## src/rtl/line_raster_pkg.sv

```systemverilog
// Shared types for the Bresenham line rasteriser.
package line_raster_pkg;

    localparam int CW_DEFAULT = 11;

    typedef logic [CW_DEFAULT-1:0]        coord_t;
    typedef logic signed [CW_DEFAULT+1:0] err_t;

    typedef enum logic [1:0] {
        IDLE  = 2'd0,
        SETUP = 2'd1,
        DRAW  = 2'd2,
        DONE  = 2'd3
    } state_t;

endpackage

```

## src/rtl/line_raster_stream_step.sv

```systemverilog
// One combinational Bresenham advance: given the current point and error
// term, produce the next point and error term.
module bresenham_step #(
    parameter int CW = 11
) (
    input  logic [CW-1:0]        x,
    input  logic [CW-1:0]        y,
    input  logic signed [CW+1:0] err,
    input  logic [CW-1:0]        dx,
    input  logic [CW-1:0]        dy,
    input  logic                 sx_neg,
    input  logic                 sy_neg,
    output logic [CW-1:0]        nx,
    output logic [CW-1:0]        ny,
    output logic signed [CW+1:0] nerr
);

    logic signed [CW+2:0] e2;
    logic signed [CW+2:0] dx_w;
    logic signed [CW+2:0] dy_w;

    // Step decision at CW+3 bits so 2*err never overflows; x and y may both move.
    always_comb begin
        e2   = {err, 1'b0};
        dx_w = $signed({3'b000, dx});
        dy_w = $signed({3'b000, dy});
        nerr = err;
        nx   = x;
        ny   = y;
        if (e2 > -dy_w) begin
            nerr = nerr - $signed(dy_w[CW+1:0]);
            nx   = sx_neg ? x - 1'b1 : x + 1'b1;
        end
        if (e2 < dx_w) begin
            nerr = nerr + $signed(dx_w[CW+1:0]);
            ny   = sy_neg ? y - 1'b1 : y + 1'b1;
        end
    end

endmodule

```

## src/rtl/line_raster_stream.sv

```systemverilog
// Bresenham line rasteriser streaming one pixel per cycle over valid/ready.
// Optional clipping against MAX_X/MAX_Y is compiled in with LINE_RASTER_CLIP_EN.
module line_raster_stream
    import line_raster_pkg::*;
#(
    parameter int CW    = 11,
    parameter int MAX_X = 640,
    parameter int MAX_Y = 480
) (
    input  logic          clk,
    input  logic          reset,
    input  logic          start,
    input  logic [CW-1:0] x0,
    input  logic [CW-1:0] y0,
    input  logic [CW-1:0] x1,
    input  logic [CW-1:0] y1,
    output logic          busy,
    output logic [CW-1:0] px,
    output logic [CW-1:0] py,
    output logic          pvalid,
    input  logic          pready,
    output logic          done
);

    localparam logic [CW:0] MAX_X_C = (CW+1)'(MAX_X);
    localparam logic [CW:0] MAX_Y_C = (CW+1)'(MAX_Y);

    state_t               state_q, state_d;
    logic [CW-1:0]        x0_q, x0_d, y0_q, y0_d, x1_q, x1_d, y1_q, y1_d;
    logic [CW-1:0]        px_q, px_d, py_q, py_d;
    logic [CW-1:0]        dx_q, dx_d, dy_q, dy_d;
    logic                 sx_neg_q, sx_neg_d, sy_neg_q, sy_neg_d;
    logic signed [CW+1:0] err_q, err_d;

    logic [CW-1:0]        nx, ny;
    logic signed [CW+1:0] nerr;
    logic [CW-1:0]        abs_dx, abs_dy;
    logic                 vis, advance, at_end;

    bresenham_step #(.CW(CW)) u_step (
        .x(px_q), .y(py_q), .err(err_q), .dx(dx_q), .dy(dy_q),
        .sx_neg(sx_neg_q), .sy_neg(sy_neg_q),
        .nx(nx), .ny(ny), .nerr(nerr)
    );

`ifdef LINE_RASTER_CLIP_EN
    // Off-screen points are skipped without waiting for the consumer.
    assign vis = ({1'b0, px_q} < MAX_X_C) && ({1'b0, py_q} < MAX_Y_C);
`else
    logic unused_clip;
    assign unused_clip = ^{MAX_X_C, MAX_Y_C};
    assign vis = 1'b1;
`endif

    assign busy    = (state_q != IDLE);
    assign done    = (state_q == DONE);
    assign pvalid  = (state_q == DRAW) && vis;
    assign px      = px_q;
    assign py      = py_q;
    assign at_end  = (px_q == x1_q) && (py_q == y1_q);
    assign advance = vis ? pready : 1'b1;
    assign abs_dx  = (x1_q >= x0_q) ? x1_q - x0_q : x0_q - x1_q;
    assign abs_dy  = (y1_q >= y0_q) ? y1_q - y0_q : y0_q - y1_q;

    // Command FSM: latch endpoints, set up deltas, walk the line, pulse done.
    always_comb begin
        state_d  = state_q;
        x0_d     = x0_q;
        y0_d     = y0_q;
        x1_d     = x1_q;
        y1_d     = y1_q;
        px_d     = px_q;
        py_d     = py_q;
        dx_d     = dx_q;
        dy_d     = dy_q;
        sx_neg_d = sx_neg_q;
        sy_neg_d = sy_neg_q;
        err_d    = err_q;
        case (state_q)
            IDLE: begin
                if (start) begin
                    x0_d    = x0;
                    y0_d    = y0;
                    x1_d    = x1;
                    y1_d    = y1;
                    state_d = SETUP;
                end
            end
            SETUP: begin
                dx_d     = abs_dx;
                dy_d     = abs_dy;
                sx_neg_d = (x1_q < x0_q);
                sy_neg_d = (y1_q < y0_q);
                err_d    = $signed({2'b00, abs_dx}) - $signed({2'b00, abs_dy});
                px_d     = x0_q;
                py_d     = y0_q;
                state_d  = DRAW;
            end
            DRAW: begin
                if (advance) begin
                    if (at_end) begin
                        state_d = DONE;
                    end else begin
                        px_d  = nx;
                        py_d  = ny;
                        err_d = nerr;
                    end
                end
            end
            default: state_d = IDLE;
        endcase
    end

    // State registers with synchronous reset.
    always_ff @(posedge clk) begin
        if (reset) begin
            state_q  <= IDLE;
            x0_q     <= '0;
            y0_q     <= '0;
            x1_q     <= '0;
            y1_q     <= '0;
            px_q     <= '0;
            py_q     <= '0;
            dx_q     <= '0;
            dy_q     <= '0;
            sx_neg_q <= 1'b0;
            sy_neg_q <= 1'b0;
            err_q    <= '0;
        end else begin
            state_q  <= state_d;
            x0_q     <= x0_d;
            y0_q     <= y0_d;
            x1_q     <= x1_d;
            y1_q     <= y1_d;
            px_q     <= px_d;
            py_q     <= py_d;
            dx_q     <= dx_d;
            dy_q     <= dy_d;
            sx_neg_q <= sx_neg_d;
            sy_neg_q <= sy_neg_d;
            err_q    <= err_d;
        end
    end

endmodule

```

## config.mk

```make
export PLATFORM = sky130hd
export DESIGN_NAME = line_raster_stream
export DESIGN_NICKNAME = d
export VERILOG_FILES = /design/src/rtl/line_raster_pkg.sv /design/src/rtl/line_raster_stream_step.sv /design/src/rtl/line_raster_stream.sv
export SDC_FILE = /design/constraint.sdc
export NUM_CORES = 1
export LEC_CHECK = 0
export CAP_MARGIN = 20
export CORE_UTILIZATION = 50
export CTS_BUF_LIST = sky130_fd_sc_hd__clkbuf_8 sky130_fd_sc_hd__clkbuf_16
export DETAILED_ROUTE_END_ITERATION = 10
export HOLD_SLACK_MARGIN = 0.05
export PLACE_DENSITY = 0.7
export SYNTH_ARGS = -nofsm -noshare
export SYNTH_HDL_FRONTEND = slang
export SYNTH_SLANG_ARGS = --single-unit
```

## constraint.sdc

```tcl
create_clock -name clk -period 6.3 [get_ports clk]
set_input_delay 0.945 -clock clk [delete_from_list [all_inputs] [get_ports clk]]
set_output_delay 0.945 -clock clk [all_outputs]
set_load 0.05 [all_outputs]
```

* Word-level counts from Yosys, hierarchy flattened
Index checks and enable logic that the tools add are counted. Widths: inputs -> output; s select.
Operators by class: $add $sub $neg 12, magnitude comparators 6, eq/ne operators 11, multiplexer cells 21, reductions and logical operators 9
Operators by type and width (count):
- $mux 11 | 10
- $mux 13 | 4
- $pmux 11 s2 | 2
- $sub 11x11->11 | 4
- $pmux 13 s2 | 1
- $add 11x1->11 const B | 2
- $eq 11x11->1 | 2
- $ge 11x11->1 | 2
- $lt 11x11->1 | 2
- $sub 11x1->11 const B | 2
- $gt 14x14->1 | 1
- $lt 14x12->1 | 1
- $neg 11->14 | 1
- $add 13x12->13 | 1
- $sub 13x12->13 | 1
- $sub 11x11->12 | 1
- $ne 2x1->1 const B | 4
- $reduce_and 4->1 | 2
- $mux 2 | 3
- $pmux 2 s3 | 1
- $reduce_and 3->1 | 2
- $eq 2x2->1 const B | 2
- $ne 2x2->1 const B | 2
- $reduce_bool 2->1 | 2
- 4 further kinds | 4
Word-level totals: bits in registers 105, input bits 48, output and inout port bits 25, word-level logic and storage cells 71

* Longest topological paths before layout
word-level depth 8, gate-level depth with buffers 26, depth with buffers taken out 25

* Cells and area by module
From an unflattened synthesis, not the netlist that was laid out.
Second synthesis, totals: cell total of the unflattened synthesis 1278, area total of the unflattened synthesis 9975.8 um2
Modules (own cells, without submodules):
- line_raster_stream | instances 1, cells an instance 868, area each 6900.4 um2
- bresenham_step | instances 1, cells an instance 410, area each 3075.4 um2

* Worst setup path after synthesis
OpenSTA, ideal clock, no wires.
kind reg2reg, start reg dy_q[1], end reg err_q[11], arrival time 4.711 ns, data required time 6.182 ns, setup slack 1.471 ns, cell stages (with the launch flop) 25, buffers on the path 1, period minus slack after synthesis 4.829 ns, cells stage by stage dfxtp_1 -> inv_1 -> ha_1 -> nand4_1 -> nor3_1 -> xnor2_1 -> ha_1 -> and3_1 -> a21oi_1 -> a21oi_1 -> or4_1 -> nand2_2 -> buf_2 -> mux2i_1 -> inv_1 -> ha_1 -> a21oi_1 -> o211ai_1 -> o41ai_1 -> o21ai_0 -> a21oi_1 -> nor2_1 -> o21ai_0 -> xnor2_1 -> o2bb2ai_1
Between the ends: longest elaborated chain between the ends 8
RTL lines:
- start, declared | RTL line line_raster_stream.sv:31 | logic [CW-1:0] dx_q, dx_d, dy_q, dy_d;
- start signal, assigned | RTL line line_raster_stream.sv:138 | dy_q <= dy_d;
- $neg 11->14 | RTL line line_raster_stream_step.sv:30 | if (e2 > -dy_w) begin
- $gt 14x14->1 | RTL line line_raster_stream_step.sv:30
- $mux 13 * | RTL line line_raster_stream_step.sv:30
- $add 13x12->13 | RTL line line_raster_stream_step.sv:35 | nerr = nerr + $signed(dx_w[CW+1:0]);
- $mux 13 * | RTL line line_raster_stream_step.sv:34 | if (e2 < dx_w) begin
- $mux 13 * | RTL line line_raster_stream.sv:101 | if (at_end) begin
- $mux 13 * | RTL line line_raster_stream.sv:100 | if (advance) begin
- $pmux 13 s2 * | RTL line line_raster_stream.sv:79 | case (state_q)
- end signal, assigned | RTL line line_raster_stream.sv:141 | err_q <= err_d;
- end, declared | RTL line line_raster_stream.sv:33 | logic signed [CW+1:0] err_q, err_d;
Every way passes the cells marked *; elsewhere a longest branch is shown, timed or not. The select of a mux whose other input is x is not followed. A chain may end at the register's enable or synchronous reset.

* Final worst setup path
start reg dy_q[1], end reg err_q[12]
The elaborated chain is that of the path after synthesis.

==> summary by stage <==
Floorplanning
The total die area is 0.0196 mm². The initial utilization of the core area, before any placement, comes to 50.9%. For this design the top-level I/O count stands at 73. The cell row count is 50. The die is 140 µm wide. The total core area is 0.0187 mm². The die span in y is 140 µm.

Drt
The number of iterations in the first detailed-routing pass is 7. Dividing the detail-routed wire length by the instance count gives 17.2 µm. The wire length reported by the detailed router is 25,800 µm. The via density per instance is 5.79. The post-detailed-route DRC marker count is 0. In this run the remaining antenna-violating nets after routing total 0.

Detailed routing inserted a total of 8,652 vias. For this block, the initial DRC count from the detailed router was 608.

Placed design
The cell count after placement is 1,478. After legalization and detailed placement, the total HPWL measured 19,800 µm. The number of I/O port buffers is 72. The weighted congestion reported at the end of routability-driven placement is 0.932.

Clocking
For the worst-skew pair, the clock arrives at the later sink with an insertion delay of 0.37 ns. The number of buffers inserted by hold repair at cts is 0. The total setup buffers inserted after CTS is 0. After clock tree synthesis, the clock-pin slew on the worst setup and hold paths is 0.08 ns. The number of buffers created by CTS is 9. The number of gates resized after CTS is 0. TritonCTS built the clock tree.

The maximum level of the CTS H-tree is 3. The buffer cell driving the clock tree root is sky130_fd_sc_hd__clkbuf_16. The total number of clock tree sinks is 105. The clock passes through at most 2 buffers.

Yosys
The sequential-to-total area share from yosys stat is 22.1%. The number of flops mapped to enable cells by yosys is 0. The netlist area before placement is 0.00952 mm². The number of warnings reported in the yosys synthesis log is 0. The cell count after synthesis came out at 1,220. Summed over its instances, the top area cell type makes up 22.1% of the synthesized netlist area. A synthesized cell averages 7.80 µm². In the synthesized netlist the dominant register cell turns out to be sky130_fd_sc_hd__dfxtp_1. After synthesis, the cell types taking the most area are sky130_fd_sc_hd__dfxtp_1 22%, sky130_fd_sc_hd__ha_1 16%, sky130_fd_sc_hd__a21oi_1 5.8%. Of all cell types, the one taking the most synthesized area is sky130_fd_sc_hd__dfxtp_1. The share of flip-flops with an asynchronous set or reset after synthesis is 0%. The number of flip-flops and latches in the synthesized netlist is 105. The count of distinct cell types in the synthesized netlist is 76.

Synthesis produced a netlist with a net count of 1,398.

Run
The number of max-capacitance violations reported is 0.

GRT
For this run the aggregate overflow at the end of global routing stands at 0. The wire length of the first global-routing pass is 41,800 µm. The initial antenna violation count came to 0.

Global routing used 26.9% of the available tracks. Entering global routing, the biggest net connects 77 pins. The via count of the first global-routing pass is 8,078.

STA
The clock skew after layout is 0.0192 ns. The number of failing hold endpoints at the final stage is 0. The final critical-path share of the clock period is 85.7%. For this run, the top clock speed supported by timing is 0.185 GHz. In the final timing run, aggregate negative setup slack is 0 ns. The worst path needs 5.40 ns of the cycle, external delays included.

Setup violations remaining at the end of the flow were counted as 0. Setup repair after global routing left no endpoint under its margin. Measured against its own limit, the worst slew margin works out to 39.4%. The slew at the pin with the worst max-slew slack is 0.909 ns. The final number of max-transition violations is 0. The smallest hold slack is 0.487 ns.

Outcome
The flow ran to the end, and the final reports show no timing, DRC or antenna violations.

Critical path
The cell family contributing the most delay on the critical path is simple AND/OR/NAND/NOR gates. The startpoint kind of the worst setup timing path is a flop. In this design, the stage delay of the slowest critical-path cell is 0.54 ns. STA classifies the critical path endpoint as a flop.

By instance count, the cell type seen most on the critical path is sky130_fd_sc_hd__ha_1. The arrival time at the worst endpoint is 5.61 ns. The critical path data required time is 6.51 ns. The highest net fanout along the worst path is 19.

Counting both buffers and inverters, the worst setup path holds a total of 1. The worst setup path is of the reg2reg kind. The cell with the largest stage delay on the worst path is sky130_fd_sc_hd__or4_1. Traced cell by cell, the critical path runs through inv_1 -> ha_1 -> nand4_1 -> nor3_1 -> xnor2_1 -> ha_1 -> and3_1 -> a21oi_1 -> a21oi_1 -> or4_1 -> nand2_2 -> mux2_2 -> ha_1 -> nor2b_1 -> o2111ai_1 -> nand4_1 -> a41oi_1 -> o21ba_2 -> nand2_1 -> o211ai_2 -> mux2i_1 -> a311oi_1.

Finish
The synthesis-to-layout area growth is 11.6%. The post-route netlist has 4.60% of its cells at a drive strength greater than 1. The net count of the finished layout is 1,433.

The number of inserted diodes is 0. After the flow finishes, the layout carries non-filler instances totaling 1,494.

Hold path
The path class of the lowest-slack min-delay path is reg2reg.
## registers in the layout, summed over array words and instances (netlist names)
register	flops
dy_q	11
x1_q	11
sx_neg_q	1
y1_q	11
y0_q	11
err_q	13
state_q	2
sy_neg_q	1
py	11
px	11
dx_q	11
x0_q	11
## path summary, 6_finish.rpt
path | cells past startpoint | end | slack, ns | start
worst max-delay path | 22 | err_q[12]$_SDFFE_PP0P_ | 0.90 | dy_q[1]$_SDFFE_PP0P_
worst min-delay path | 2 | x0_q[10]$_SDFFE_PP0P_ | 0.49 | x0_q[10]$_SDFFE_PP0P_
worst max register to register | 22 | err_q[12]$_SDFFE_PP0P_ | 0.90 | dy_q[1]$_SDFFE_PP0P_
worst min register to register | 2 | x0_q[10]$_SDFFE_PP0P_ | 0.49 | x0_q[10]$_SDFFE_PP0P_
## routing by layer
metal	wire length, µm	part of all wire, %	global-route usage [%]
met5	0	0	0
met2	11400	44	42.9
met3	1310	5.1	2.84
met1	12400	48	37.6
met4	643	2.5	9.77
## worst register-to-register path, stage by stage (launching register included)
cell and delay [ns]:
sky130_fd_sc_hd__dfxtp_1 0.35, sky130_fd_sc_hd__inv_1 0.15, sky130_fd_sc_hd__ha_1 0.23, sky130_fd_sc_hd__nand4_1 0.22, sky130_fd_sc_hd__nor3_1 0.26, sky130_fd_sc_hd__xnor2_1 0.16
sky130_fd_sc_hd__ha_1 0.26, sky130_fd_sc_hd__and3_1 0.20, sky130_fd_sc_hd__a21oi_1 0.12, sky130_fd_sc_hd__a21oi_1 0.08, sky130_fd_sc_hd__or4_1 0.54, sky130_fd_sc_hd__nand2_2 0.34
sky130_fd_sc_hd__mux2_2 0.41, sky130_fd_sc_hd__ha_1 0.33, sky130_fd_sc_hd__nor2b_1 0.16, sky130_fd_sc_hd__o2111ai_1 0.22, sky130_fd_sc_hd__nand4_1 0.17, sky130_fd_sc_hd__a41oi_1 0.38
sky130_fd_sc_hd__o21ba_2 0.21, sky130_fd_sc_hd__nand2_1 0.07, sky130_fd_sc_hd__o211ai_2 0.09, sky130_fd_sc_hd__mux2i_1 0.20, sky130_fd_sc_hd__a311oi_1 0.10
## kinds of logic (layout without fill, tap and decap cells)
logic type	after synthesis	after routing	synth area share, %
compound gates	320	320	22.3
buf+inv	166	206	7.03
flops	105	105	22.1
mux	49	49	5.39
xor+xnor	85	85	7.82
simple gates	365	365	17.6
fa+ha+maj	130	130	17.8
## cells in the mapped netlist (all sizes together), types with 4 or more instances
cell type	instances
and2	6
nor2b	19
nor2	91
a211oi	37
o21ai	44
a21o	30
nand2	137
and4	4
fa	9
o21a	13
dfxtp	105
nor4	7
o211ai	9
o311ai	9
nand2b	9
a21boi	7
or4	4
a21oi	111
xnor2	59
nand4	16
nand3	21
ha	121
or2	5
nor3	33
o31ai	7
nor3b	4
a31oi	10
mux2i	34
or3	5
clkbuf	38
inv	111
mux2	15
xor2	26
buf	17
## per-stage QoR
stage / instance area, µm² / worst slack (ns) / util [%]
final: 10600 / 0.904 / 56.8
after CTS: 10600 / 0.918 / 56.8
after floorplan: 9520 / 1.47 / -
after global placement: 10300 / 1.09 / 55.2
after global routing: 10600 / 0.339 / 56.8
after detailed placement: 10300 / 0.957 / 55.2
## final cells by class
class / count / area [µm²]
clock inverters: 7 / 67.6
multi-input cells: 949 / 6750
inverters: 111 / 417
well taps: 234 / 293
repair buffers: 79 / 771
flip-flops and latches: 105 / 2100
clock buffers: 9 / 225
fillers: 1772 / 8080
## placed cells by master (no fill, tap or decap), drive strengths merged, types with 21 or more instances in the layout
| master | Yosys | routed |
|---|---|---|
| nor3 | 33 | 33 |
| a211oi | 37 | 37 |
| a21oi | 111 | 111 |
| nand2 | 137 | 137 |
| nand3 | 21 | 21 |
| dfxtp | 105 | 105 |
| o21ai | 44 | 44 |
| xor2 | 26 | 26 |
| xnor2 | 59 | 59 |
| ha | 121 | 121 |
| nor2 | 91 | 91 |
| mux2i | 34 | 34 |
| a21o | 30 | 30 |
| clkdlybuf4s50 | 0 | 71 |
| inv | 111 | 116 |
Power is not shown: default switching activity piles up to over one toggle a cycle in this logic, so the estimate is an artifact.
